<file path="src/rtl/fb_pkg.sv">
// fb_pkg: shared definitions for the frame-buffer read path.
//   FB_ADDR_W      frame-buffer address width
//   FB_WIDTH       frame width in pixels
//   FB_IDX_W       width of a requester index / response tag
//   fb_req_e       requester identities (index 0 is display scan-out)
//   fb_tag_stage_t one stage of the in-flight read tracker (valid + requester index)
package fb_pkg;

  localparam int FB_ADDR_W = 20;
  localparam int FB_WIDTH  = 480;
  localparam int FB_IDX_W  = 2;

  typedef enum logic [FB_IDX_W-1:0] {
    REQ_DISPLAY    = 2'd0,
    REQ_FINDER     = 2'd1,
    REQ_DOWNSAMPLE = 2'd2
  } fb_req_e;

  typedef struct packed {
    logic                valid;
    logic [FB_IDX_W-1:0] idx;
  } fb_tag_stage_t;

endpackage

</file>
<file path="src/rtl/fb_read_arbiter_rr_grant.sv">
// rr_grant: purely combinational round-robin grant for the frame-buffer read port.
// Build option: FB_ARB_DISPLAY_PRIORITY_EN -- when defined, requester 0 (display)
// wins whenever it is valid and not held; the pointer is then left untouched so
// the other requesters keep their round-robin position.
// Ports:
//   valid     per-requester request vector
//   hold      suppresses every grant
//   rr_ptr    index where the round-robin search starts
//   grant     one-hot grant (all zero when nothing is granted)
//   grant_idx binary index of the granted requester
//   next_ptr  pointer value to load on the next edge (equals rr_ptr when no advance)
module rr_grant
  import fb_pkg::*;
#(
  parameter int NUM_REQ = 3
) (
  input  logic [NUM_REQ-1:0]  valid,
  input  logic                hold,
  input  logic [FB_IDX_W-1:0] rr_ptr,
  output logic [NUM_REQ-1:0]  grant,
  output logic [FB_IDX_W-1:0] grant_idx,
  output logic [FB_IDX_W-1:0] next_ptr
);

  logic pri_hit_s;
  logic rr_hit_s;
  logic take_s;
  int   start_s;
  int   dist_s;
  int   best_dist_s;
  int   best_idx_s;

  // Display override: only active in the priority build
  always_comb begin
`ifdef FB_ARB_DISPLAY_PRIORITY_EN
    pri_hit_s = ~hold & valid[REQ_DISPLAY];
`else
    pri_hit_s = 1'b0;
`endif
  end

  // Round-robin search: the valid requester at the smallest wrapped distance
  // from rr_ptr wins. An out-of-range pointer is treated as 0 so a corrupted
  // pointer can never starve anyone.
  always_comb begin
    start_s     = (int'(rr_ptr) < NUM_REQ) ? int'(rr_ptr) : 0;
    dist_s      = 0;
    take_s      = 1'b0;
    best_dist_s = NUM_REQ;
    best_idx_s  = 0;
    for (int i = 0; i < NUM_REQ; i++) begin
      dist_s      = (i >= start_s) ? (i - start_s) : (i + NUM_REQ - start_s);
      take_s      = valid[i] && (dist_s < best_dist_s);
      best_idx_s  = take_s ? i : best_idx_s;
      best_dist_s = take_s ? dist_s : best_dist_s;
    end
    rr_hit_s = ~hold & ~pri_hit_s & (best_dist_s < NUM_REQ);
  end

  // Grant vector and pointer update; a display-priority grant leaves rr_ptr alone
  always_comb begin
    grant = '0;
    for (int i = 0; i < NUM_REQ; i++) begin
      grant[i] = (pri_hit_s && (i == 0)) || (rr_hit_s && (i == best_idx_s));
    end
    grant_idx = rr_hit_s ? FB_IDX_W'(best_idx_s) : '0;
    next_ptr  = rr_hit_s ? ((best_idx_s == NUM_REQ - 1) ? '0 : FB_IDX_W'(best_idx_s + 1))
                         : rr_ptr;
  end

endmodule

</file>
<file path="src/rtl/fb_read_arbiter.sv">
// fb_read_arbiter: shares the single frame-buffer BRAM read port among the pixel
// readers (0 = display scan-out, 1 = finder, 2 = downsampler). One read is accepted
// per cycle, the address is registered onto the BRAM port, and a tag pipeline
// follows each read through the fixed BRAM latency so the pixel is returned to
// the requester that issued it. Responses have no backpressure.
// Build option: FB_ARB_DISPLAY_PRIORITY_EN (see rr_grant) gives the display
// requester absolute priority; undefined means pure round robin.
// Parameters: NUM_REQ (<= 2**FB_IDX_W), ADDR_W, READ_LATENCY (1..4).
// Ports:
//   clk_in, rst_n_in  clock, asynchronous active-low reset
//   req_valid_in      per-requester read request
//   req_addr_in       packed addresses, requester i at slice i
//   req_ready_out     one-hot grant (combinational)
//   rsp_valid_out     one-hot response strobe
//   rsp_pixel_out     returned pixel (0 when no response)
//   hold_in           blocks new grants; in-flight reads still complete
//   bram_addr_out     registered BRAM read address
//   bram_en_out       registered BRAM read enable
//   bram_dout_in      BRAM read data
module fb_read_arbiter
  import fb_pkg::*;
#(
  parameter int NUM_REQ      = 3,
  parameter int ADDR_W       = FB_ADDR_W,
  parameter int READ_LATENCY = 2
) (
  input  logic                      clk_in,
  input  logic                      rst_n_in,
  input  logic [NUM_REQ-1:0]        req_valid_in,
  input  logic [NUM_REQ*ADDR_W-1:0] req_addr_in,
  output logic [NUM_REQ-1:0]        req_ready_out,
  output logic [NUM_REQ-1:0]        rsp_valid_out,
  output logic                      rsp_pixel_out,
  input  logic                      hold_in,
  output logic [ADDR_W-1:0]         bram_addr_out,
  output logic                      bram_en_out,
  input  logic                      bram_dout_in
);

  logic [NUM_REQ-1:0]  grant_s;
  logic [FB_IDX_W-1:0] grant_idx_s;
  logic [FB_IDX_W-1:0] next_ptr_s;
  logic                accept_s;
  logic [ADDR_W-1:0]   sel_addr_s;
  fb_tag_stage_t       last_tag_s;

  logic [FB_IDX_W-1:0] rr_ptr_r;
  logic                bram_en_r;
  logic [ADDR_W-1:0]   bram_addr_r;
  logic [FB_IDX_W-1:0] issue_idx_r;
  fb_tag_stage_t       tag_pipe_r [READ_LATENCY];

  rr_grant #(
    .NUM_REQ (NUM_REQ)
  ) u_rr_grant (
    .valid     (req_valid_in),
    .hold      (hold_in),
    .rr_ptr    (rr_ptr_r),
    .grant     (grant_s),
    .grant_idx (grant_idx_s),
    .next_ptr  (next_ptr_s)
  );

  // A grant is only ever given to a valid requester, so any grant is an accept
  assign accept_s      = |grant_s;
  assign req_ready_out = grant_s;

  // Address mux: AND-OR over the one-hot grant
  always_comb begin
    sel_addr_s = '0;
    for (int i = 0; i < NUM_REQ; i++) begin
      sel_addr_s = sel_addr_s | (req_addr_in[i*ADDR_W +: ADDR_W] & {ADDR_W{grant_s[i]}});
    end
  end

  // Issue stage: pointer, BRAM address/enable and the tag of the read being issued
  always_ff @(posedge clk_in or negedge rst_n_in) begin
    if (!rst_n_in) begin
      rr_ptr_r    <= '0;
      bram_en_r   <= 1'b0;
      bram_addr_r <= '0;
      issue_idx_r <= '0;
    end else begin
      rr_ptr_r    <= next_ptr_s;
      bram_en_r   <= accept_s;
      bram_addr_r <= accept_s ? sel_addr_s : bram_addr_r;
      issue_idx_r <= accept_s ? grant_idx_s : issue_idx_r;
    end
  end

  // Tag pipeline: fed from the issue stage, so the last stage lines up with
  // bram_dout_in READ_LATENCY cycles after the address was presented
  always_ff @(posedge clk_in or negedge rst_n_in) begin
    if (!rst_n_in) begin
      for (int k = 0; k < READ_LATENCY; k++) begin
        tag_pipe_r[k] <= '0;
      end
    end else begin
      tag_pipe_r[0] <= fb_tag_stage_t'{valid: bram_en_r, idx: issue_idx_r};
      for (int k = 1; k < READ_LATENCY; k++) begin
        tag_pipe_r[k] <= tag_pipe_r[k-1];
      end
    end
  end

  assign last_tag_s    = tag_pipe_r[READ_LATENCY-1];
  assign bram_en_out   = bram_en_r;
  assign bram_addr_out = bram_addr_r;

  // Response decode: pixel is passed through only while a tagged read lands
  always_comb begin
    rsp_valid_out = '0;
    for (int i = 0; i < NUM_REQ; i++) begin
      rsp_valid_out[i] = last_tag_s.valid && (last_tag_s.idx == FB_IDX_W'(i));
    end
    rsp_pixel_out = last_tag_s.valid & bram_dout_in;
  end

endmodule

</file>
<file path="config.mk">
export PLATFORM = sky130hd
export DESIGN_NAME = fb_read_arbiter
export DESIGN_NICKNAME = d
export VERILOG_FILES = /design/src/rtl/fb_pkg.sv /design/src/rtl/fb_read_arbiter_rr_grant.sv /design/src/rtl/fb_read_arbiter.sv
export SDC_FILE = /design/constraint.sdc
export NUM_CORES = 1
export LEC_CHECK = 0
export ABC_CLOCK_PERIOD_IN_PS = 2900
export BUFFER_PORTS_ARGS = -buffer_cell sky130_fd_sc_hd__buf_2
export CAP_MARGIN = 10
export CORE_ASPECT_RATIO = 2
export CORE_UTILIZATION = 42
export DETAILED_ROUTE_END_ITERATION = 8
export GPL_TIMING_DRIVEN = 0
export PLACE_DENSITY = 0.75
export RECOVER_POWER = 50
export SLEW_MARGIN = 10
export SYNTH_ARGS = -nofsm -noshare
export SYNTH_HDL_FRONTEND = slang
export SYNTH_SLANG_ARGS = --single-unit
</file>
<file path="constraint.sdc">
create_clock -name clk_in -period 2.9 [get_ports clk_in]
set_input_delay 0.145 -clock clk_in [delete_from_list [all_inputs] [get_ports clk_in]]
set_output_delay 0.145 -clock clk_in [all_outputs]
set_load 0.02 [all_outputs]
</file>
== Word level (Yosys, flattened, before mapping) ==
Index checks and enable logic that the tools add are counted.
Cells by class
  add/sub/neg operators: 7
  magnitude comparators: 8
  equality and inequality tests: 5
  multiplexer cells: 11
  bitwise logic cells: 8
  reductions and logical operators: 12
Operators with widths (count)
  $mux W32: 6
  $lt A32 B3 Y1 const B: 2
  $lt A32 B32 Y1: 2
  $sub A3 B32 Y32 const A: 2
  $sub A4 B32 Y32 const A: 2
  $and A20 B20 Y20: 3
  $or A20 B20 Y20: 2
  $eq A2 B32 Y1 const A: 1
  $eq A3 B32 Y1 const A: 1
  $eq A32 B3 Y1 const B: 1
  $ge A1 B32 Y1 const A: 1
  $ge A2 B32 Y1 const A: 1
  $ge A3 B32 Y1 const A: 1
  $logic_not A32 Y1: 1
  $sub A1 B32 Y32 const A: 1
  $sub A2 B32 Y32 const A: 1
  $logic_and A1 B1 Y1: 9
  $mux W2: 4
  $reduce_or A3 Y1: 1
  $add A2 B2 Y2 const B: 1
  $and A1 B1 Y1: 2
  $eq A2 B1 Y1 const B: 1
  $eq A2 B2 Y1 const B: 1
  $logic_not A2 Y1: 1
  other kinds (3): 3
Storage, ports and cells
  register bits after elaboration: 31
  bits of input ports: 67
  output and inout port bits: 28
  logic and storage cells: 59

== Logic depth before layout (Yosys ltp) ==
Gate-level depths: netlist of the first run.
  word-level depth: 19
  gate-level depth with buffers: 15

== Modules after synthesis ==
A second synthesis of the first run with hierarchy kept.
Second synthesis, totals
  cell total of the unflattened synthesis: 163
  area, all modules: 1699.1 µm²
By module, submodules not included
  fb_read_arbiter: times used 1, cells an instance 113, area each 1341.3 µm², sequential area each 775.7 µm²
  rr_grant: times used 1, cells an instance 50, area each 357.8 µm², sequential area each 0.0 µm²

== Worst setup path after synthesis of the first run ==
No wires, ideal clock.
  path type: flip-flop to flip-flop
  start point: register rr_ptr_r[0]
  end point: register bram_addr_r[10], in the netlist bram_addr_out[10]
  setup time: 0.125 ns
  data arrival time: 3.057 ns
  slack: -0.282 ns
  stages on the path, launching flop included: 13
  path buffers: 1
  cell sequence: dfrtp_1 > inv_1 > ha_1 > ha_1 > nand2b_1 > o32a_1 > ha_1 > o21ai_0 > a21o_1 > a2bb2oi_2 > buf_2 > mux2_1 > mux2_4
Between the ends
  longest elaborated chain between the ends: 19
  elaborated cells between the ends (all ways): 39
Ends and longest elaborated chain
  from (decl): line fb_read_arbiter.sv:47  | logic [FB_IDX_W-1:0] rr_ptr_r;
  from (signal assigned): line fb_read_arbiter.sv:84  | rr_ptr_r <= next_ptr_s;
  $lt A2 B2 Y1: line fb_read_arbiter_rr_grant.sv:46  | start_s = (int'(rr_ptr) < NUM_REQ) ? int'(rr_ptr) : 0;
  $mux W2 (*): line fb_read_arbiter_rr_grant.sv:46
  $sub A3 B32 Y32 (tied with other cells): line fb_read_arbiter_rr_grant.sv:52  | dist_s = (i >= start_s) ? (i - start_s) : (i + NUM_REQ - start_s);
  $mux W32: line fb_read_arbiter_rr_grant.sv:52
  $lt A32 B3 Y1: line fb_read_arbiter_rr_grant.sv:53  | take_s = valid[i] && (dist_s < best_dist_s);
  $logic_and A1 B1 Y1: line fb_read_arbiter_rr_grant.sv:53
  $mux W32: line fb_read_arbiter_rr_grant.sv:55  | best_dist_s = take_s ? dist_s : best_dist_s;
  $lt A32 B32 Y1: line fb_read_arbiter_rr_grant.sv:53
  [2 not listed]
  $lt A32 B32 Y1: line fb_read_arbiter_rr_grant.sv:53
  $logic_and A1 B1 Y1: line fb_read_arbiter_rr_grant.sv:53
  $mux W32: line fb_read_arbiter_rr_grant.sv:55
  $lt A32 B3 Y1: line fb_read_arbiter_rr_grant.sv:57  | rr_hit_s = ~hold & ~pri_hit_s & (best_dist_s < NUM_REQ);
  $and A1 B1 Y1: line fb_read_arbiter_rr_grant.sv:57
  $logic_and A1 B1 Y1: line fb_read_arbiter_rr_grant.sv:64  | grant[i] = (pri_hit_s && (i == 0)) || (rr_hit_s && (i == best_idx_s));
  $and A20 B20 Y20: line fb_read_arbiter.sv:72  | sel_addr_s = sel_addr_s | (req_addr_in[i*ADDR_W +: ADDR_W] & {ADDR_W{grant_s[i]}});
  $or A20 B20 Y20 (2 in a row): line fb_read_arbiter.sv:72
  to (signal assigned): line fb_read_arbiter.sv:86  | bram_addr_r <= accept_s ? sel_addr_s : bram_addr_r;
  to (decl): line fb_read_arbiter.sv:49  | logic [ADDR_W-1:0] bram_addr_r;
Every way passes the cells marked *; elsewhere a longest branch is shown, timed or not.
A chain may end at the register's enable or synchronous reset.

== Worst setup path in the final report of the first run ==
  start point: register rr_ptr_r[1]
  end point: output port req_ready_out[0]
Between the ends
  longest elaborated chain between the ends: 16
  elaborated cells between the ends (all ways): 29
Ends and longest elaborated chain
  $lt A2 B2 Y1: line fb_read_arbiter_rr_grant.sv:46
  $mux W2 (*): line fb_read_arbiter_rr_grant.sv:46
  $sub A3 B32 Y32 (tied with other cells): line fb_read_arbiter_rr_grant.sv:52
  $mux W32: line fb_read_arbiter_rr_grant.sv:52
  $lt A32 B3 Y1: line fb_read_arbiter_rr_grant.sv:53
  $logic_and A1 B1 Y1: line fb_read_arbiter_rr_grant.sv:53
  $mux W32: line fb_read_arbiter_rr_grant.sv:55
  $lt A32 B32 Y1: line fb_read_arbiter_rr_grant.sv:53
  $logic_and A1 B1 Y1: line fb_read_arbiter_rr_grant.sv:53
  $mux W32: line fb_read_arbiter_rr_grant.sv:55
  $lt A32 B32 Y1: line fb_read_arbiter_rr_grant.sv:53
  $logic_and A1 B1 Y1: line fb_read_arbiter_rr_grant.sv:53
  $mux W32: line fb_read_arbiter_rr_grant.sv:55
  $lt A32 B3 Y1: line fb_read_arbiter_rr_grant.sv:57
  $and A1 B1 Y1: line fb_read_arbiter_rr_grant.sv:57
  $logic_and A1 B1 Y1 (*): line fb_read_arbiter_rr_grant.sv:64
  to (decl): line fb_read_arbiter.sv:31  | output logic [NUM_REQ-1:0] req_ready_out,
Marks and branches as above.

==> summary.txt, run 1 <==
Route
  • Starting DRT DRC Count: 20
  • Routed wire length per instance: 16.81 microns
  • Antenna viol nets, final: 0
  • DR vias: 1,826
  • Total iterations of the first detailed-routing run: 4
  • Via density per instance: about 5.3
  • WL final: between 5000 and 6000 microns
  • DRC violations left: 0

STA
  • Final Hold Vio Count: 0
  • Final Max Tran Viols: 32
  • Worst slew pin tran: 1.650 ns
  • Fmax: between 300 and 400 MHz
  • Post-layout minimum cycle time: 3.279 ns
  • Final cycle utilization of the critical path: 113.1%
  • RSZ-0062 raised after global routing: true
  • Final setup vio count: 28
  • Worst setup margin: -0.3786 ns
  • Skew final: 0.004390 ns
  • Slew HR: -10.00%

Run status
  • Failing checks: max-capacitance violations, max-slew violations, negative setup slack
  • Status: finished, violations left

Place
  • Placed Instance Area: 0.002699 sq mm
  • Dpl ws: -0.2916 ns
  • DP HPWL: 3964 microns
  • DP Cell Count: between 300 and 400
  • Port Buffers: 94
  • RD Place Congestion: about 0.8

Floorplanning
  • FP Rows: 35
  • Die Y: ~100 microns
  • Die W: 51.11 microns
  • Initial Util: 44.05%
  • DIE AREA: between 0.005 and 0.006 sq mm
  • Core ar.: 0.004598 sq mm
  • IO Count: between 90 and 100

Worst setup path
  • CP Launch Type: flop
  • Crit path arrival time: 3.13 ns
  • Critical path startpoint: rr_ptr_r[1]
  • CP max stage cell: dfrtp_2
  • Setup crit end kind: output pin
  • RR Startpoint: rr_ptr_r[1]
  • Critical Path Fanout Max: 4
  • Crit path cell chain: inv_2, ha_4, nor2_4, ha_4, nand2b_4, buf_6, nor3_2, o32a_1, ha_4, o21ai_2, a21o_1, a41oi_2, o31a_1, buf_6, buf_8, and3_4, buf_6
  • Required time worst endpoint: 2.76 ns
  • Largest stage delay, worst path: 0.45 ns
  • Crit path kind: flop to output pin

GRT
  • Gr usage total: 24.08%
  • Antenna violations before repair: 0
  • Largest net degree at the start of global routing: 32
  • First-pass GRT wire length: 9087 microns
  • Grt total ovfl: 0
  • Vias in the first global route: 1,997

Layout
  • Synthesis-to-layout area growth: 58.86%
  • Seq. cell area: ~800 sq um
  • Finished Cell Area: around 0.0032 sq mm
  • Filler cell count: 324
  • Nets@finish: 364
  • Layout cells sized above 1: 69.66%
  • Non-Filler Instances: around 350
  • Multi-input gate area: 0.001405 sq mm
  • Final core occ: 69.99%
  • ANT cells: 0

Yosys
  • Synth Warn #: 0
  • Number of distinct library cells after synthesis: 37
  • Post-synthesis cell area: 0.002026 sq mm
  • Yosys reg bits: 31
  • Sequential share of the synthesized area: 38.30%
  • Cells after Synth: 159
  • Syn_area_per_cell: 12.74 sq um

Power
  • Leakage: 1.633 nW
  • PnR Total Power: 0.003805 W
  • VDD IR max: 0.0008090 V
  • PwrDens: approximately 1200 mW/mm^2

Min path
  • HP Start: req_addr_in[55]
  • Min-Delay Path Class: input pin to flop

Clock network
  • CTS Buffer Depth: 2
  • CTS tree: yes
  • Clk_lat worst skew: 0.28 ns
  • CTS H-tree lvls: 2
  • Clk root buf: clkbuf_8
  • Reg clk slew, reported paths: approximately 0.070 ns
  • Cts bufs inserted: 5
  • CTS Sinks: 31

Run
  • Max-Cap Viols: 1
==> layer usage <==
layer	vias up	track usage, %	wire, microns
met2	69	46.86	3481
met1	902	22.74	1944
met4	0	12.61	174
li1	838	-	-
met5	-	0	0
met3	17	3.485	199
==> critical path: cells and delay by family, from the launching register on <==
family                     cells  cell delay [ns]
DFF                            1             0.45
adders and majority gates      3             0.52
AOI/OAI and AO/OA              5             0.83
buffers and inverters          5             0.56
and+or+nand+nor                4             0.49
==> registers in the layout, indices dropped and copies added, names as in the netlist <==
name and flops:
bram_en_out 1, bram_addr_out 20, tag_pipe_r 3, rr_ptr_r 2, last_tag_s 3, issue_idx_r 2
==> path summary, 6_finish.rpt <==
kind | slack, ns | cells past startpoint | endpoint
max in group asynchronous | 1.01 | 2 | rr_ptr_r[1]
hold / removal | 0.20 | 3 | bram_addr_out[15]
setup / recovery | -0.38 | 17 | req_ready_out[0]
min in group asynchronous | 0.81 | 2 | bram_addr_out[16]
setup reg to reg | -0.35 | 16 | bram_addr_out[11]
hold reg to reg | 0.35 | 0 | last_tag_s[0]
==> synthesized netlist by cell type <==
cell type	n	area share, %
a211oi_1	1	0.37
a21boi_0	1	0.37
a21o_1	2	0.74
a2bb2oi_2	1	0.74
a311o_1	1	0.49
a41oi_1	1	0.43
and2_1	1	0.31
and3_1	2	0.62
and3b_1	2	0.86
buf_2	3	0.74
buf_4	2	0.74
buf_6	3	1.7
conb_1	1	0.19
dfrtp_1	31	38
ha_1	8	4.9
inv_1	6	1.1
mux2_1	24	13
mux2_2	23	13
mux2_4	13	9.6
mux2i_1	3	1.5
nand2_1	3	0.56
nand2b_1	2	0.62
nand3b_1	2	0.74
nor2_1	2	0.37
nor2b_1	2	0.62
nor3_1	1	0.25
nor3b_1	4	1.5
nor4bb_1	1	0.49
o21a_1	2	0.74
o21ai_0	3	0.74
o21bai_1	2	0.74
o311a_1	1	0.49
o311ai_0	1	0.43
o311ai_1	1	0.43
o31a_1	1	0.43
o32a_1	1	0.49
or4b_1	1	0.49
==> cell families after synthesis <==
family	count (synthesis)	share of synthesized area, %
mux	63	37.25
flops	31	38.30
simple gates	23	7.412
compound gates	19	7.659
buf+inv	14	4.261
fa+ha+maj	8	4.942
other cells	1	0.1851
==> stage by stage <==
step	hold slack, ns	TNS, ns
after CTS	0.1968	-7.426
after floorplan	-0.1506	-0.1773
after global routing	0.2048	-11.46
final	0.1984	-7.946
after detailed placement	0.2216	-5.582
after global placement	0.2169	-4.518
==> final cells by class <==
class | instances | area share (%)
multi-input cells | 115 | 43.66
plain buffers | 8 | 3.227
inverters | 6 | 0.6998
clock buffers | 6 | 2.566
flip-flops and latches | 31 | 24.14
repair buffers | 122 | 22.47
clock inverters | 2 | 1.089
well taps | 55 | 2.138
==> layout by cell type, fill, tap and decap left out, types with 6 or more instances in the layout <==
master,instances
clkbuf_8,6
dfrtp_1,30
clkbuf_1,10
mux2_4,39
buf_2,81
buf_4,21
mux2_2,15
buf_6,13
mux2_1,6
==> repair_timing <==
item,4_1_cts,5_1_grt
pin swaps,12,11
endpoints found under the hold margin,31,0
gates cloned,1,0
hold buffers,1,0
setup buffers,21,8
resized for setup,40,13
setup endpoints to repair,27,28
==> where the power goes <==
part | total, W | switching, W | internal [W]
registers | 0.000786 | 0.000132 | 0.000655
logic | 0.00257 | 0.00114 | 0.00144
clock network | 0.000445 | 0.000167 | 0.000278
total | 0.00381 | 0.00144 | 0.00237
(Power assumes the default switching activity.)
==> inputs of run 2 (changes only) <==
Settings changed: REMOVE_ABC_BUFFERS from default to 1.
==> run 2 against run 1 <==
Compared with the run above:
- the run still ends with max-capacitance violations, max-slew violations, negative setup slack left
- flip-flop and latch count stayed put
- critical endpoint unchanged
- critical path type unchanged
- clock power is 16% lower
- setup slack worse by 0.021 ns
- critical path depth is 3 lower
- highest routed layer unchanged
==> summary.txt, run 2 (synthesized netlist as in run 1, its figures left out) <==
Clock network
  • CTS H-tree lvls: 2
  • CTS Sinks: 31
  • Cts bufs inserted: 5
  • Clk_lat worst skew: 0.28 ns
  • CTS Buffer Depth: 2
  • CTS tree: yes
  • Reg clk slew, reported paths: 0.07 ns
  • Clk root buf: clkbuf_8

Route
  • DRC violations left: 0
  • WL final: 6393 microns
  • Total iterations of the first detailed-routing run: 4
  • Routed wire length per instance: 18.48 microns
  • Starting DRT DRC Count: 40
  • Via density per instance: 5.436
  • DR vias: 1,881
  • Antenna viol nets, final: 0

Power
  • Internal Power: between 0.002 and 0.0025 W
  • Combinational fraction of design power: 70.6%
  • PwrDens: approximately 1200 mW/mm^2
  • PnR Total Power: about 0.004 W
  • Net load switching power: 0.001558 W
  • Switching share of power: 39.75%
  • VDD IR max: 0.001034 V
  • Power share of the clock group: 9.5%
  • Leakage: 1.621 nW
  • Sequential share of power: 19.9%

Layout
  • Leading cell type in the layout, fill and taps excluded: buf_2
  • Max reg flops: 20
  • ANT cells: 0
  • Finished Cell Area: 0.003292 sq mm
  • Nets@finish: 365
  • Synthesis-to-layout area growth: 62.51%
  • Commonest non-fill, non-tap cells in the layout: buf_2, mux2_4, dfrtp_1
  • Non-Filler Instances: between 300 and 400
  • Layout cells sized above 1: 65.64%
  • Filler cell count: 363

Worst setup path
  • Critical Path Fanout Max: 4
  • Largest stage delay, worst path: between 0.4 and 0.5 ns
  • CP max stage cell: dfrtp_1
  • Most used cell, CP: ha_4
  • Crit path arrival time: between 3 and 4 ns
  • Crit path cell chain: inv_2, ha_4, nor2_4, ha_4, o21a_1, nor3_2, o32a_1, ha_4, o21ai_2, a21o_4, a41oi_4, o31a_4, and3_1, buf_6
  • Required time worst endpoint: between 2 and 3 ns
  • RR Startpoint: rr_ptr_r[1]
  • Setup crit end kind: output pin
  • R2R setup slack: -0.39 ns
  • Reg2Reg Depth: 15
  • Critical path's top delay family: compound AO/OA/AOI/OAI gates
  • CP Launch Type: flop
  • Worst Path Buf+Inv: 2
  • Worst reg2reg endpoint: bram_addr_out[6]
  • Crit path kind: flop to output pin

STA
  • Post-layout minimum cycle time: 3.299 ns
  • Final cycle utilization of the critical path: 113.8%
  • Worst setup margin: -0.3993 ns
  • Final Hold Vio Count: 0
  • Slew HR: -12.81%
  • Final Max Tran Viols: 32
  • Worst slew pin tran: about 1.7 ns
  • Final setup vio count: 28
  • Skew final: 0.005479 ns
  • WHS: 0.2181 ns
  • Fmax: between 300 and 400 MHz
  • RSZ-0062 raised after global routing: true

Floorplanning
  • IO Count: 95
  • Die W: 51.11 microns
  • DIE AREA: 0.005121 sq mm
  • FP Rows: 35
  • Core ar.: 0.004598 sq mm
  • Die Y: 100.2 microns
  • Initial Util: 44.05%

GRT
  • First-pass GRT wire length: between 9000 and 10,000 microns
  • Vias in the first global route: 1,995
  • Met3 usage: under 10%
  • GR Util met1: 25.97%
  • Largest net degree at the start of global routing: 32
  • Grt total ovfl: 0
  • Gr usage total: about a quarter
  • Met2 usage: 49.39%
  • Antenna violations before repair: 0
  • Grt peak-use layer: met2

Place
  • Dpl ws: -0.8563 ns
  • DP HPWL: 3296 microns
  • DP Cell Count: 302
  • RD Place Congestion: 0.7212
  • Placed Instance Area: 0.002550 sq mm
  • Port Buffers: 94

Min path
  • WHS Endpoint: bram_addr_out[10]
  • Hold path cells: 3
  • Min-Delay Path Class: input pin to flop
  • HP Start: req_addr_in[50]

Run status
  • Status: finished, violations left
  • Failing checks: max-capacitance violations, max-slew violations, negative setup slack

Run
  • Max-Cap Viols: 1
[run 2: tightest hold or removal path, stage by stage]
cell and delay, ns:
buf_2 0.08, mux2_4 0.13, mux2_4 0.12
[run 2: cell type report]
class / count / area (sq um) / area share [%]
clock buffer: 8 / 100.1 / 3.041
inverter: 6 / 22.52 / 0.6841
multi-input combinational: 119 / 1533 / 46.56
sequential: 31 / 775.7 / 23.57
tap: 55 / 68.82 / 2.090
timing repair buffer: 127 / 792.0 / 24.06
[run 2: per-layer routing]
metal	up-vias	part of all wire [%]	wire, microns
li1	855	-	-
met1	901	35	2221
met2	106	56	3599
met3	19	5.6	359
met4	0	3.3	214
met5	-	0	0
[run 2: how the worst max path moves through the flow]
stage	startpoint	end	slack (ns)	cells past startpoint
final	rr_ptr_r[1]	req_ready_out[0]	-0.40	14
after global placement	rr_ptr_r[0]	bram_addr_out[0]	-2.03	8
after CTS	rr_ptr_r[1]	req_ready_out[2]	-0.26	13
after detailed placement	rr_ptr_r[0]	req_ready_out[0]	-0.86	12
after floorplan	rr_ptr_r[0]	bram_addr_out[0]	-1.09	8
after global routing	rr_ptr_r[1]	req_ready_out[0]	-0.47	14
[run 2: repair_timing]
action                                  4_1_cts  5_1_grt
endpoints found under the setup margin       28       28
resized for setup                            78        7
endpoints found under the hold margin        31        0
pin swaps                                    11       10
hold buffers                                  1        0
cloned                                        5        0
buffers inserted                             30        4
[run 2: power groups by stage]
stage,logic [W],clock network [W],registers (W)
after detailed placement,0.00182,0,0.000767
after global routing,0.00290,0.000406,0.000807
after CTS,0.00270,0.000381,0.000771
after global placement,0.00173,0,0.000754
final,0.00277,0.000372,0.000779
after floorplan,0.00112,0,0.000944
[run 2: stage by stage]
| stage | utilization [%] | TNS, ns |
|---|---|---|
| 3_5_place_dp | 55.46 | -21.49 |
| 3_3_place_gp | 54.48 | -49.36 |
| 2_1_floorplan | - | -25.05 |
| 5_1_grt | 71.59 | -10.32 |
| 4_1_cts | 71.73 | -4.619 |
| 6_report | 71.59 | -8.483 |
